**config.mk**
```make
export PLATFORM = sky130hd
export DESIGN_NAME = sme_job_sequencer
export DESIGN_NICKNAME = d
export VERILOG_FILES = /design/src/rtl/sme_job_sequencer.sv
export SDC_FILE = /design/constraint.sdc
export NUM_CORES = 1
export LEC_CHECK = 0
export CAP_MARGIN = 10
export CORE_MARGIN = 2
export CORE_UTILIZATION = 55
export DETAILED_ROUTE_END_ITERATION = 6
export GPL_TIMING_DRIVEN = 1
export MAX_ROUTING_LAYER = met4
export PLACE_DENSITY_LB_ADDON = 0.12
export SYNTH_ARGS = -nofsm -noshare
export SYNTH_HDL_FRONTEND = slang
export SYNTH_SLANG_ARGS = --single-unit
```
**constraint.sdc**
```tcl
create_clock -name i_clk -period 3.3 [get_ports i_clk]
set_input_delay 0.495 -clock i_clk [delete_from_list [all_inputs] [get_ports i_clk]]
set_output_delay 0.495 -clock i_clk [all_outputs]
set_load 0.02 [all_outputs]
```
**src/rtl/sme_job_sequencer.sv**
```systemverilog
// -----------------------------------------------------------------------------
// sme_job_sequencer
//
// Host-side controller for the string matching engine. Buffers one job (one
// string plus up to NPAT patterns) from a valid/ready byte stream, replays it
// to the engine one pattern per match run, and hands back one result per
// pattern over a valid/ready result port. The engine keeps its string between
// runs, so the string is only sent before the first pattern of a job.
//
// Optional feature macro: SME_SEQ_TIMEOUT_EN
//   defined   : watchdog in WAIT_RES; after TIMEOUT silent cycles a result with
//               o_res_timeout=1, match=0, index=0 is produced.
//   undefined : WAIT_RES waits indefinitely; o_res_timeout is always 0.
//
// Ports
//   i_clk, i_reset                    clock, synchronous active-high reset
//   i_in_valid / o_in_ready           host char handshake (ready only in LOAD)
//   i_in_data, i_in_str               char and string(1)/pattern(0) select
//   i_in_last, i_in_eoj               end of pattern / end of job markers
//   o_sme_chardata                    char to engine (0 when no strobe)
//   o_sme_isstring, o_sme_ispattern   engine char strobes
//   i_sme_match, i_sme_match_index    engine result, qualified by i_sme_valid
//   o_res_valid / i_res_ready         result handshake
//   o_res_match, o_res_index          captured engine result
//   o_res_pat_id                      pattern number within the job
//   o_res_timeout                     result came from the watchdog
//   o_job_done                        pulse after the last result is taken
//   o_err_ovf                         sticky overflow, cleared by next job
// -----------------------------------------------------------------------------
module sme_job_sequencer #(
  parameter int STR_MAX = 32,
  parameter int PAT_MAX = 8,
  parameter int NPAT    = 4,
  parameter int TIMEOUT = 64
) (
  input  logic                     i_clk,
  input  logic                     i_reset,
  input  logic                     i_in_valid,
  output logic                     o_in_ready,
  input  logic [7:0]               i_in_data,
  input  logic                     i_in_str,
  input  logic                     i_in_last,
  input  logic                     i_in_eoj,
  output logic [7:0]               o_sme_chardata,
  output logic                     o_sme_isstring,
  output logic                     o_sme_ispattern,
  input  logic                     i_sme_match,
  input  logic [4:0]               i_sme_match_index,
  input  logic                     i_sme_valid,
  output logic                     o_res_valid,
  input  logic                     i_res_ready,
  output logic                     o_res_match,
  output logic [4:0]               o_res_index,
  output logic [$clog2(NPAT)-1:0]  o_res_pat_id,
  output logic                     o_res_timeout,
  output logic                     o_job_done,
  output logic                     o_err_ovf
);

  localparam int SAW = $clog2(STR_MAX);
  localparam int SCW = SAW + 1;
  localparam int CAW = $clog2(PAT_MAX);
  localparam int CCW = CAW + 1;
  localparam int PW  = $clog2(NPAT);
  localparam int PCW = PW + 1;
  localparam int IW  = (SCW > CCW) ? SCW : CCW;

  localparam logic [SCW-1:0] STR_FULL  = SCW'(STR_MAX);
  localparam logic [CCW-1:0] PAT_FULL  = CCW'(PAT_MAX);
  localparam logic [PCW-1:0] NPAT_FULL = PCW'(NPAT);

  typedef enum logic [2:0] {
    S_LOAD, S_SEND_STR, S_SEND_PAT, S_WAIT_RES, S_PUSH_RES
  } state_t;

  state_t r_state, w_state_nxt;

  logic [7:0]     r_str_buf [STR_MAX];
  logic [7:0]     r_pat_buf [NPAT][PAT_MAX];
  logic [CCW-1:0] r_len     [NPAT];

  logic [SCW-1:0] r_str_cnt;
  logic [CCW-1:0] r_chr_cnt;
  logic [PCW-1:0] r_pat_cnt;
  logic [IW-1:0]  r_idx;
  logic [PW-1:0]  r_p;
  logic           r_res_match;
  logic [4:0]     r_res_index;
  logic           r_res_timeout;
  logic           r_job_done;
  logic           r_err_ovf;

  logic           w_accept, w_eoj, w_job_empty, w_more;
  logic           w_str_wr, w_pat_wr, w_len_wr, w_timeout;
  logic           w_str_last, w_pat_last;
  logic [IW-1:0]  w_idx_inc;
  logic [CCW-1:0] w_len_val;

  assign w_accept    = i_in_valid && (r_state == S_LOAD);
  assign w_eoj       = w_accept && !i_in_str && i_in_last && i_in_eoj;
  assign w_job_empty = (r_str_cnt == '0) && (r_pat_cnt == '0) && (r_chr_cnt == '0);
  assign w_more      = ({1'b0, r_p} + PCW'(1)) < r_pat_cnt;

  assign w_str_wr = w_accept && i_in_str && (r_str_cnt < STR_FULL);
  assign w_pat_wr = w_accept && !i_in_str && (r_pat_cnt < NPAT_FULL) && (r_chr_cnt < PAT_FULL);
  assign w_len_wr = w_accept && !i_in_str && i_in_last && (r_pat_cnt < NPAT_FULL);
  // Length includes the in_last char itself unless it was dropped by overflow.
  assign w_len_val = (r_chr_cnt < PAT_FULL) ? r_chr_cnt + CCW'(1) : r_chr_cnt;

  assign w_idx_inc  = r_idx + IW'(1);
  assign w_str_last = (w_idx_inc == IW'(r_str_cnt));
  assign w_pat_last = (w_idx_inc == IW'(r_len[r_p]));

`ifdef SME_SEQ_TIMEOUT_EN
  localparam int TW = $clog2(TIMEOUT + 1);
  logic [TW-1:0] r_wd;

  // Counter is 0 on the first WAIT_RES cycle; firing on TIMEOUT-1 puts
  // res_valid TIMEOUT+1 cycles after the last pattern strobe.
  always_ff @(posedge i_clk) begin
    if (i_reset || (r_state != S_WAIT_RES)) r_wd <= '0;
    else                                     r_wd <= r_wd + TW'(1);
  end
  assign w_timeout = (r_state == S_WAIT_RES) && (r_wd == TW'(TIMEOUT - 1));
`else
  // Watchdog compiled out; TIMEOUT has no effect in this build.
  assign w_timeout = (TIMEOUT < 0);
`endif

  // NOTE: sequential state uses non-blocking (<=) so every flop samples the
  // pre-edge values regardless of statement order.
  always_ff @(posedge i_clk) begin
    if (i_reset) r_state <= S_LOAD;
    else         r_state <= w_state_nxt;
  end

  // NOTE: every output of this block gets a default first, so no path leaves
  // a signal unassigned and no latch is inferred.
  always_comb begin
    w_state_nxt     = r_state;
    o_in_ready      = 1'b0;
    o_sme_isstring  = 1'b0;
    o_sme_ispattern = 1'b0;
    o_sme_chardata  = 8'h00;
    o_res_valid     = 1'b0;
    unique case (r_state)
      S_LOAD: begin
        o_in_ready = 1'b1;
        if (w_eoj) w_state_nxt = (r_str_cnt != '0) ? S_SEND_STR : S_SEND_PAT;
      end
      S_SEND_STR: begin
        o_sme_isstring = 1'b1;
        o_sme_chardata = r_str_buf[r_idx[SAW-1:0]];
        if (w_str_last) w_state_nxt = S_SEND_PAT;
      end
      S_SEND_PAT: begin
        o_sme_ispattern = 1'b1;
        o_sme_chardata  = r_pat_buf[r_p][r_idx[CAW-1:0]];
        if (w_pat_last) w_state_nxt = S_WAIT_RES;
      end
      S_WAIT_RES: begin
        if (i_sme_valid || w_timeout) w_state_nxt = S_PUSH_RES;
      end
      S_PUSH_RES: begin
        o_res_valid = 1'b1;
        if (i_res_ready) w_state_nxt = w_more ? S_SEND_PAT : S_LOAD;
      end
      default: w_state_nxt = S_LOAD;
    endcase
  end

  // NOTE: char buffers are not reset; the counters alone define which entries
  // are valid, so clearing the counters empties the buffers.
  always_ff @(posedge i_clk) begin
    if (w_str_wr) r_str_buf[r_str_cnt[SAW-1:0]] <= i_in_data;
    if (w_pat_wr) r_pat_buf[r_pat_cnt[PW-1:0]][r_chr_cnt[CAW-1:0]] <= i_in_data;
    if (w_len_wr) r_len[r_pat_cnt[PW-1:0]] <= w_len_val;
  end

  always_ff @(posedge i_clk) begin
    if (i_reset) begin
      r_str_cnt     <= '0;
      r_chr_cnt     <= '0;
      r_pat_cnt     <= '0;
      r_idx         <= '0;
      r_p           <= '0;
      r_res_match   <= 1'b0;
      r_res_index   <= '0;
      r_res_timeout <= 1'b0;
      r_job_done    <= 1'b0;
      r_err_ovf     <= 1'b0;
    end else begin
      r_job_done <= 1'b0;
      unique case (r_state)
        S_LOAD: if (w_accept) begin
          if (w_job_empty) r_err_ovf <= 1'b0;
          if (i_in_str) begin
            if (r_str_cnt < STR_FULL) r_str_cnt <= r_str_cnt + SCW'(1);
            else                      r_err_ovf <= 1'b1;
          end else if (r_pat_cnt < NPAT_FULL) begin
            if (r_chr_cnt < PAT_FULL) r_chr_cnt <= r_chr_cnt + CCW'(1);
            else                      r_err_ovf <= 1'b1;
            if (i_in_last) begin
              r_chr_cnt <= '0;
              r_pat_cnt <= r_pat_cnt + PCW'(1);
            end
          end else begin
            // Patterns beyond NPAT are swallowed whole; chr_cnt stays 0.
            r_err_ovf <= 1'b1;
          end
        end
        S_SEND_STR: r_idx <= w_str_last ? '0 : w_idx_inc;
        S_SEND_PAT: r_idx <= w_pat_last ? '0 : w_idx_inc;
        S_WAIT_RES: begin
          if (i_sme_valid) begin
            r_res_match   <= i_sme_match;
            r_res_index   <= i_sme_match_index;
            r_res_timeout <= 1'b0;
          end else if (w_timeout) begin
            r_res_match   <= 1'b0;
            r_res_index   <= '0;
            r_res_timeout <= 1'b1;
          end
        end
        S_PUSH_RES: if (i_res_ready) begin
          if (w_more) begin
            r_p <= r_p + PW'(1);
          end else begin
            r_job_done <= 1'b1;
            r_str_cnt  <= '0;
            r_chr_cnt  <= '0;
            r_pat_cnt  <= '0;
            r_p        <= '0;
          end
        end
        default: ;
      endcase
    end
  end

  assign o_res_match   = r_res_match;
  assign o_res_index   = r_res_index;
  assign o_res_pat_id  = r_p;
  assign o_res_timeout = r_res_timeout;
  assign o_job_done    = r_job_done;
  assign o_err_ovf     = r_err_ovf;

endmodule
```
==> metrics, run 1 <==
Root Buffer=clkbuf_16; largest net degree at the start of global routing=65; CTS sink count=between 500 and 600; Clock Skews=0.01550 ns; asr flop ratio synth=0%; WP data arrival=2.95 ns; Pleak=8.402 nW; Synth Flop Type=edfxtp_1; #FFs+latches synth=about 570; GRT overflow=0; Max rail drop VDD=about 0.53 mV; Syn Area/Cell=20.24 µm²; Max Buffers Root-to-Sink=3; Layout Area Growth over Synthesis=17.98%; initial DRC count=roughly 1.0k; Final Instance Area=between 20,000 and 30,000 µm²; antenna-violating nets left=0; Synth area leaders=edfxtp_1 (70%), mux4_2 (16%), dfxtp_1 (3.4%); post-DP HPWL=between 30,000 and 40,000 µm; min cycle time layout=3.449 ns; share of post-route cells with drive strength above 1=30.90%; wire length per cell=between 20 and 30 µm; GPL Wtd Cong=0.8214; clk slew on worst S/H paths=0.06 ns; final worst-path cycle share=104.5%; H-tree levels=2; Layout Nets=between 1k and 1.5k; RSZ-0062 raised after global routing=true; critical path endpoint category=output port; final worst setup slack=-0.1485 ns; leading cell type by number of instances after synthesis=edfxtp_1; Syn. warnings=0; GRT Total Usage=24.46%; Post-synth EDFFs=528; MaxCap Viol Count=0; critical path type=flip-flop to output port; Vias=about 11k; Synth Instances=between 1k and 1.5k; dpl cell area=~24,000 µm²; Hold Crit Class=primary input to flip-flop; # port buffers=43; Yosys top cell by area=edfxtp_1; Synth top cells by count=edfxtp_1 (528), mux4_2 (162), nor2_1 (67); worst rel slew slack=between 20 and 25%; total power=between 15 and 20 mW; initial antenna violation count=2; die area=approximately 43,000 µm²; CTS tree=yes; row cnt=74; synth unique cells=68; sequential-to-total area share from yosys stat=73.32%; vias in the first global route=11.32k; Starting Density=approximately 56%; Remaining DRCs=0; violated checks=negative setup slack; Hold Vio Cnt, Final=0; Core Area=40,740 µm²; FF+latch area=16,650 µm²; status=finished, violations left; global-route wire length before repair=74,830 µm; CP Max Fanout=6; crit path launch type=flip-flop; Setup violations, final=8; power per cell area=about 660 nW/µm²; max frequency=approximately 290 MHz; max-slew violation count=0; synthesized cell area=approximately 23,000 µm²; Mapped Nets=1,157; # IOs=45; CTS buffer count=54; Initial DRT Pass Iterations=5; area of the multi-input gates=5871 µm²; Die Y-Extent=around 210 µm; wirelength, routed=50,420 µm; Worst Max-Slew Pin Slew=roughly 1.2 ns; vias per inst=6.114; Die Width=between 200 and 250 µm; top-area cell type share of the netlist area=a little over two thirds; # fillers=2,738; Req. time, crit path=approximately 2.8 ns; clk_lat worst skew=around 0.6 ns
layout make-up:
class	instances	share of cell area, %
multi-input combinational	485	21.93
sequential	567	62.19
inverter	14	0.1963
antenna	2	0.01870
tap	532	2.487
clock inverter	36	1.977
clock buffer	65	5.319
timing repair buffer	147	5.880
flip-flops by register name, summed over array words and instances, names as in the netlist, named ones only:
register and flops:
o_res_index 5, o_err_ovf 1, o_res_pat_id 2, o_job_done 1, r_pat_cnt 3, r_len 16
r_str_cnt 6, r_state 3, r_pat_buf 256, r_chr_cnt 4, o_res_match 1, r_str_buf 256
r_idx 6
worst max-delay path, cell delays in order (launching register included):
cell and delay [ns]:
dfxtp_4 0.38, buf_12 0.13, buf_12 0.12, buf_4 0.14, mux4_2 0.52, mux4_2 0.55
mux2i_2 0.23, o22ai_1 0.12, buf_2 0.18
per-layer routing:
metal	track usage, %	share of wire, %	vias up
met4	7.857	3.0	0
met2	37.32	48	429
met1	33.71	42	5897
met5	-	0	-
li1	-	-	4886
met3	4.927	6.9	86
cell families (layout without fill, tap and decap cells):
logic type | count (synthesis) | after routing | share of synthesized area (%)
multiplexers | 189 | 189 | 17.32
other | 1 | 3 | 0.01653
adder cells (fa/ha/maj) | 14 | 14 | 0.7720
buffers and inverters | 69 | 262 | 1.434
AO/OA/AOI/OAI | 66 | 66 | 2.018
flip-flops | 567 | 567 | 73.32
XOR/XNOR | 18 | 18 | 0.8547
AND/OR/NAND/NOR | 197 | 197 | 4.268
report_power, final:
part	switching, mW	leakage (nW)	internal [mW]	total (mW)
logic	1.49	2.39	1.49	2.98
registers	0.0795	5.07	7.94	8.02
clock network	2.67	0.935	4.10	6.77
total	4.24	8.40	13.5	17.8
through the flow:
stage	hold WS, ns	util [%]	std cells	worst slack [ns]	setup TNS [ns]
6_report	0.3025	65.71	1848	-0.1485	-0.9209
4_1_cts	0.4062	64.97	1834	-0.1753	-1.170
5_1_grt	0.3059	65.71	1848	-0.2331	-1.557
3_3_place_gp	0.4442	59.42	1714	0.08195	0
2_1_floorplan	0.4709	-	1121	0.7120	0
3_5_place_dp	0.4494	59.42	1714	0.07279	0
path summary, 6_finish.rpt:
kind              startpoint                end  slack [ns]  cells after the start
min reg2reg   o_res_index[3]     o_res_index[3]        0.46                      2
min             i_in_data[0]   r_pat_buf[2][24]        0.30                      1
max reg2reg  o_res_pat_id[0]       r_chr_cnt[0]        0.33                      8
max                flip-flop  o_sme_chardata[4]       -0.15                      8
cells in the final DEF (no fill, tap or decap), types with 10 or more instances in the layout:
master	count
a21oi_1	18
and2_1	40
buf_12	25
buf_2	10
buf_4	71
buf_6	10
bufinv_16	13
clkbuf_16	56
clkdlybuf4s50_1	27
dfxtp_1	35
edfxtp_1	528
ha_1	14
inv_1	13
mux2i_1	12
mux4_2	162
nand2_1	40
nor2_1	67
o21ai_0	11
xnor2_1	11
what timing repair did:
item	4_1_cts	5_1_grt
hold buffers	0	0
endpoints found under the setup margin	8	8
setup buffers	15	10
endpoints found under the hold margin	0	0
pin swaps	2	3
cloned	4	1
gates resized for setup	51	32
(Power assumes the default switching activity.)
==> run 2: changes to the inputs <==
--- a/config.mk
+++ b/config.mk
@@ -5,10 +5,12 @@
 export SDC_FILE = /design/constraint.sdc
 export NUM_CORES = 1
 export LEC_CHECK = 0
+export ABC_CLOCK_PERIOD_IN_PS = 3300
 export CAP_MARGIN = 10
 export CORE_MARGIN = 2
 export CORE_UTILIZATION = 55
 export DETAILED_ROUTE_END_ITERATION = 6
+export DONT_BUFFER_PORTS = 1
 export GPL_TIMING_DRIVEN = 1
 export MAX_ROUTING_LAYER = met4
 export PLACE_DENSITY_LB_ADDON = 0.12
==> metrics, run 2 (same netlist as run 1, synthesis figures left out) <==
status=finished, violations left; violated checks=negative setup slack; worst rel slew slack=28.09% (+7.8 points); min cycle time layout=3.323 ns (-0.1253 ns); Die Y-Extent=207.1 µm (unchanged); initial antenna violation count=3 (+1); critical path buffer and inverter count=1 (-3); Inserted Diodes=0 (-2); H-tree levels=2 (unchanged); Hold Crit Depth=2 (+1); Vias=11.03k (-2.4%); critical path type=flip-flop to output port; R2R setup slack=0.30 ns (-0.03 ns); GRT Total Usage=25.01% (+0.54 points); Hold Crit Class=primary input to flip-flop; Pleak=8.097 nW (-3.6%); combinational power share=15.3% (-1.5 points); Req. time, crit path=2.80 ns (about the same); CP max stage cell=mux4_2; worst hold start=i_sme_match_index[1]; clk_lat worst skew=0.61 ns (about the same); wirelength, routed=50,680 µm (+0.52%); Clock Skews=0.02906 ns (+0.01356 ns); die area=42,890 µm² (unchanged); commonest non-fill, non-tap cells in the layout=edfxtp_1 (528), mux4_2 (162), nor2_1 (67); Die Width=207.1 µm (unchanged); Net Sw Frac=24.37% (+0.49 points); worst path cell trace=buf_12 -> mux4_2 -> mux4_2 -> mux2i_1 -> o22ai_2; CTS sink count=567 (unchanged); reg2reg end=r_str_cnt[5]; R2R depth=8 (unchanged); most common cell after layout, fill and taps aside=edfxtp_1; vias per inst=6.160 (+0.75%); wire length per cell=28.31 µm (+3.8%); initial DRC count=1,097 (+5.1%); final worst-path cycle share=100.7% (-3.8 points); Hold Path End=o_res_index[1]; Setup violations, final=2 (-6); internal power=12.77 mW (-5.6%); GPL Wtd Cong=0.8026 (-2.3%); clk slew on worst S/H paths=0.06 ns (about the same); WP data arrival=2.83 ns (-0.12 ns); Layout Area Growth over Synthesis=14.93%; crit-path most repeated cell=mux4_2; Remaining DRCs=0 (unchanged); max frequency=300.9 MHz (+3.8%); # fillers=2,769 (+1.1%); Crit. path cell count=5 (-3); CTS buffer count=57 (+5.6%); Psw=4.114 mW (-3.1%); crit path launch type=flip-flop; vias in the first global route=11.49k (+1.5%); Worst Max-Slew Pin Slew=1.075 ns (-0.1209 ns); Final Util=64.01% (-1.7 points); Top delay family on crit path=multiplexers; Starting Density=55.69% (unchanged); CP max stage delay=0.57 ns (+0.02 ns); global-route wire length before repair=75,940 µm (+1.5%); Initial DRT Pass Iterations=6 (+1); power per cell area=647.4 nW/µm² (-2.5%); critical path endpoint category=output port; CTS tree=yes; final worst setup slack=-0.02325 ns (+0.1253 ns); share of power burned in registers=47.4% (+2.3 points); row cnt=74 (unchanged); largest net degree at the start of global routing=65 (unchanged); Worst R2R Start=o_res_pat_id[0]; GRT overflow=0 (unchanged); max-slew violation count=0 (unchanged); Clk network pwr share=37.3% (-0.8 points); final cell count without fillers=1,790 (-3.1%); Hold Vio Cnt, Final=0 (unchanged); Fin Hold WS=0.04919 ns (-0.2533 ns); Max rail drop VDD=0.5056 mV (-4.8%); MaxCap Viol Count=0 (unchanged); post-DP HPWL=30,900 µm (+0.24%); CP Max Fanout=24 (+18); Root Buffer=clkbuf_16; # port buffers=0 (-100%); Core Area=40,740 µm² (unchanged); Max Buffers Root-to-Sink=3 (unchanged); placed cell count=1,664 (-2.9%); antenna-violating nets left=0 (unchanged); # IOs=45 (unchanged); share of post-route cells with drive strength above 1=28.78% (-2.1 points); RSZ-0062 raised after global routing=true; Layout Nets=1,254 (-3.9%)
[run 2: worst max-delay path by stage]
stage	startpoint	end	slack [ns]
final	flip-flop	o_sme_chardata[6]	-0.02
after global routing	flip-flop	o_sme_chardata[6]	-0.09
after CTS	flip-flop	o_sme_chardata[6]	-0.06
after detailed placement	flip-flop	o_sme_chardata[2]	0.25
after global placement	flip-flop	o_sme_chardata[2]	0.32
after floorplan	flip-flop	o_sme_chardata[0]	0.71
[run 2: stage by stage]
| stage | instance area, µm² | setup WS, ns | total power [mW] | setup TNS, ns |
|---|---|---|---|---|
| global route | 26080 | -0.08819 | 17.44 | -0.5403 |
| floorplan | 22690 | 0.7120 | 9.744 | 0 |
| CTS | 26020 | -0.05625 | 16.98 | -0.2588 |
| detailed placement | 23700 | 0.2546 | 10.47 | 0 |
| finish | 26080 | -0.02325 | 16.88 | -0.03503 |
| global placement | 23700 | 0.3162 | 10.45 | 0 |
[run 2: timing repair]
item                       CTS  global route
pin swaps                    0             0
hold endpoints to repair   521             0
setup endpoints to repair    8             8
gates resized for setup     25             6
setup buffers               10             0
hold buffers                16             0
gates cloned                 0             1
[run 2: final cells by class]
cell class	instances	area, µm²	share of cell area (%)
sequential	567	16650	63.84
multi-input combinational	485	5881	22.55
clock buffer	69	1493	5.724
timing repair buffer	93	1032	3.958
tap	532	665.6	2.553
clock inverter	30	305.3	1.171
inverter	14	52.55	0.2015
[run 2: metal layers]
| metal | routed length (µm) | track usage (%) | vias to the layer above | share of wire [%] |
|---|---|---|---|---|
| met5 | 0 | - | - | 0 |
| met4 | 1564 | 7.931 | 0 | 3.1 |
| met2 | 25130 | 38.91 | 365 | 50 |
| li1 | - | - | 4765 | - |
| met3 | 3226 | 5.291 | 89 | 6.4 |
| met1 | 20760 | 33.60 | 5807 | 41 |
[run 2: power groups by stage]
stage,Clock [mW],Sequential (mW),Combinational (mW)
finish,6.29,8.01,2.58
global route,6.70,8.01,2.73
CTS,6.40,8.01,2.57
detailed placement,0,8.16,2.31
global placement,0,8.16,2.30
floorplan,0,8.12,1.62
